<file path="src/rtl/fifo_stream_reader.sv">
// Read-side adapter: drains a req/empty FIFO port with one-cycle read latency
// and re-presents the words as a valid/ready stream through a 2-entry buffer.
module fifo_stream_reader #(
   parameter int WIDTH = 8,
   parameter int CNT_W = 16
) (
   input  logic             clk,
   input  logic             rst,
   input  logic             fifo_empty,
   output logic             fifo_read_req,
   input  logic [WIDTH-1:0] fifo_read_data,
   output logic             m_valid,
   input  logic             m_ready,
   output logic [WIDTH-1:0] m_data,
   output logic [CNT_W-1:0] word_count
);

   // Stream handshake: a word transfers on any rising edge where m_valid and
   // m_ready are both high; m_valid/m_data never depend on m_ready and the
   // presented word is held unchanged until it transfers.

   logic [WIDTH-1:0] mem [2];
   logic             rd_ptr;
   logic             wr_ptr;
   logic             inflight;
   logic [1:0]       occ;
   logic             pop;
   logic [2:0]       demand;

   assign pop    = m_valid & m_ready;
   assign demand = {1'b0, occ} + {2'b00, inflight};

   // A slot freed by this cycle's pop may be claimed by a new request, so a
   // full buffer that is draining still keeps the read port busy.
   assign fifo_read_req = !rst && !fifo_empty && (demand < (3'd2 + {2'b00, pop}));

   assign m_valid = (occ != 2'd0);
   assign m_data  = mem[rd_ptr];

   always_ff @(posedge clk or posedge rst) begin
      if (rst) begin
         mem[0]     <= '0;
         mem[1]     <= '0;
         rd_ptr     <= 1'b0;
         wr_ptr     <= 1'b0;
         inflight   <= 1'b0;
         occ        <= 2'd0;
         word_count <= '0;
      end else begin
         inflight <= fifo_read_req;
         // Returning data always has a reserved slot, so capture is unconditional.
         if (inflight) begin
            mem[wr_ptr] <= fifo_read_data;
            wr_ptr      <= ~wr_ptr;
         end
         if (pop) begin
            rd_ptr     <= ~rd_ptr;
            word_count <= word_count + CNT_W'(1);
         end
         case ({inflight, pop})
            2'b10:   occ <= occ + 2'd1;
            2'b01:   occ <= occ - 2'd1;
            default: occ <= occ;
         endcase
      end
   end

endmodule

</file>
<file path="config.mk">
export PLATFORM = sky130hd
export DESIGN_NAME = fifo_stream_reader
export DESIGN_NICKNAME = d
export VERILOG_FILES = /design/src/rtl/fifo_stream_reader.sv
export SDC_FILE = /design/constraint.sdc
export NUM_CORES = 1
export LEC_CHECK = 0
export CAP_MARGIN = 20
export CORE_AREA = 5 5 50 85
export CTS_BUF_LIST = sky130_fd_sc_hd__clkbuf_4 sky130_fd_sc_hd__clkbuf_8 sky130_fd_sc_hd__clkbuf_16
export DETAILED_ROUTE_END_ITERATION = 16
export DIE_AREA = 0 0 55 90
export PLACE_DENSITY = 0.87
export SYNTH_ARGS = -nofsm -noshare
export SYNTH_HDL_FRONTEND = slang
export SYNTH_SLANG_ARGS = --single-unit
export TNS_END_PERCENT = 10
</file>
<file path="constraint.sdc">
create_clock -name clk -period 1.6 [get_ports clk]
set_input_delay 0.32 -clock clk [delete_from_list [all_inputs] [get_ports clk]]
set_output_delay 0.32 -clock clk [all_outputs]
set_load 0.02 [all_outputs]
</file>
==> out/metrics.cfg <==
[cts]
cts-root-buf=clkbuf_8
clockBufferDepth=2
cts_tree=done
cts_buffers=5
htree_levels=2
clk_pin_slew_ns=0.07
cts.sinks=37
clock_latency_ns=0.28

[die]
rows=29
die-area_sq_mm=0.00495
dieHeight_microns=90
io_pins=38
chipWidth_microns=55
coreArea_sq_mm=0.00352
initial_utilization_pct=46.8

[grt]
grtUsageTotal_pct=16.5
gr-usage-met2_pct=27.7
grt-ovfl-total=0
grt_pass1_vias=1309
busiest_layer=met2
use_met1_pct=18.9
met3_usage_pct=4.47
grt_start_max_net_pins=38
grt_pass1_wl_mm=6.10
antenna_found_initial=0

[timing]
worst_slew_pin_slew_ns=0.382
clock_skew_ns=0.00612
final_hold_viol_count=0
setup_viol=10
post-route-period-util_pct=116
max_freq_mhz=539
relSlewSlack_pct=74.5
finalSetupTns_ns=-0.383
fin_ws_ns=-0.254
fin_crit_ns=1.85
drv_slew=0
rsz0062_at_grt=true

[placement]
io_buffers=37
gp_congestion=0.757
dp_cells=215
postPlaceCellArea_sq_mm=0.00220
hpwl_mm=2.61

[power]
combPwrFrac_pct=47.0
p_int_w=0.00265
p_leak_nw=1.09
ir_worst_vdd_mv=1.20
switchingPower_w=0.00150
clkPwrFrac_pct=15.2
seq_power_share_pct=37.8
p_total_w=0.00414
p_per_area_mw_per_mm2=1810
p_sw_share_pct=36.1

[flow_run]
maxCapViolations=0

[worst_setup_path]
r2r_start=occ[0]
critPathCaptureType=output pin
worstPathArrival_ns=1.53
worst-r2r-cell-count=7
ff2ff_setup_slack_ns=-0.03
cp-start-kind=register
path_max_fanout=2
worstReg2RegEnd=occ[1]
worstPathRequired_ns=1.28
crit_type=register to output pin
endpoint=fifo_read_req
cp-startpoint=inflight

[synthesis]
yosysMostFrequentCell=dfrtp_1
ys_ff_latch=37
synth_area_sq_mm=0.00165
synth_top_cells_by_count=dfrtp_1 (37), mux2_2 (24), xnor2_1 (15), nand2_1 (9)
async_reset_ff_share_pct=100
synth_edf_count=0
synth_ff_type=dfrtp_1
synth_warnings=0
yosys-top-cells-area=dfrtp_1 (56%), mux2_2 (16%), xnor2_1 (8.0%)
post_synth_num_cell_types=24
ys_seq_area_share_pct=56.2
synth_top_area_share_pct=56.2
synth_nets=139
synth_area_leader_cell=dfrtp_1
syn_avg_cell_area_sq_um=13.4
synthCells=123

[worst_hold_path]
hold_class=register to register

[cells_and_area]
layout-drive-gt1-share_pct=40.1
area_growth_pct=38.9
finalInstanceArea_sq_mm=0.00229
n_antenna_cell=0
final_cells=228
final_nets=197

[route]
first_pass_iters=4
final_antenna_net_count=0
drtIter0Drc=9
vias=1124
wire_per_inst_microns=15.8
drc=0
via_per_inst=4.93
routed_wl_mm=3.60

[status]
outcome=finished, violations left
violations=negative setup slack

==> power by group through the flow <==
stage | Sequential [W] | Clock, W | Combinational, W
floorplan | 0.00162 | 0 | 0.00107
global placement | 0.00157 | 0 | 0.00187
detailed placement | 0.00161 | 0 | 0.00194
CTS | 0.00156 | 0.000654 | 0.00186
global route | 0.00161 | 0.000689 | 0.00208
finish | 0.00157 | 0.000632 | 0.00195
==> placed cells by master, fill, tap and decap left out, types with 5 or more instances in the layout <==
master and count:
mux2_2 24, xnor2_1 15, nand3_1 5, dlygate4sd2_1 16, buf_4 15, buf_6 5, clkbuf_8 5, buf_2 6
dfrtp_1 34, nand2_1 9, clkdlybuf4s50_1 11, xor2_1 5
==> sequential cells by signal (all words and copies together) (netlist names) <==
| register | flops |
|---|---|
| wr_ptr | 1 |
| rd_ptr | 1 |
| mem | 16 |
| occ | 2 |
| word_count | 16 |
| inflight | 1 |
==> final cells by class <==
| type | instances | area [sq um] |
|---|---|---|
| Clock buffer | 6 | 76.3 |
| Clock inverter | 2 | 10.0 |
| Fill cell | 301 | 1230 |
| Inverter | 3 | 11.3 |
| Multi-Input combinational cell | 80 | 733 |
| Sequential cell | 37 | 930 |
| Tap cell | 46 | 57.6 |
| Timing Repair Buffer | 54 | 469 |
==> repair_timing <==
| action | 4_1_cts | 5_1_grt |
|---|---|---|
| gates resized for setup | 61 | 8 |
| cloned | 0 | 0 |
| hold buffers | 0 | 0 |
| pin swaps | 1 | 0 |
| endpoints found under the setup margin | 29 | 18 |
| buffers inserted | 4 | 1 |
==> metrics by stage <==
step / hold slack [ns] / setup slack (ns) / util, %
after floorplan: 0.415 / 0.0484 / -
final: 0.473 / -0.254 / 65.0
after global placement: 0.462 / -0.580 / 62.5
after global routing: 0.493 / -0.322 / 65.0
after detailed placement: 0.463 / -0.645 / 62.5
after CTS: 0.481 / -0.261 / 64.0
==> routing by layer <==
metal | vias to the layer above | routed length (microns)
met2 | 36 | 1990
met3 | 8 | 143
met1 | 547 | 1400
met5 | - | 0
met4 | 0 | 78
li1 | 533 | -
==> worst max-delay path, stage by stage (launching register included) <==
cell and delay, ns:
dfrtp_1 0.41, ha_4 0.18, ha_4 0.20, o21ai_2 0.05
nor4b_4 0.22, buf_4 0.19
==> worst min path at each step <==
stage | start | end | slack, ns | cells after the start
3_5_place_dp | word_count[15] | word_count[15] | 0.46 | 1
4_1_cts | word_count[15] | word_count[15] | 0.48 | 1
3_3_place_gp | word_count[15] | word_count[15] | 0.46 | 1
6_report | word_count[15] | word_count[15] | 0.47 | 1
5_1_grt | word_count[15] | word_count[15] | 0.49 | 1
2_1_floorplan | rst | inflight | 0.42 | 1
==> logic make-up (layout without fill, tap and decap cells) <==
| logic type | Yosys count | in the layout | share of synthesized area (%) |
|---|---|---|---|
| buffers and inverters | 6 | 65 | 1.90 |
| flip-flops | 37 | 37 | 56.2 |
| AO/OA/AOI/OAI | 2 | 2 | 1.29 |
| XOR/XNOR | 20 | 20 | 10.6 |
| multiplexers | 24 | 24 | 16.4 |
| adder cells (fa/ha/maj) | 4 | 4 | 3.04 |
| AND/OR/NAND/NOR | 30 | 30 | 10.5 |
(Power assumes the default switching activity.)
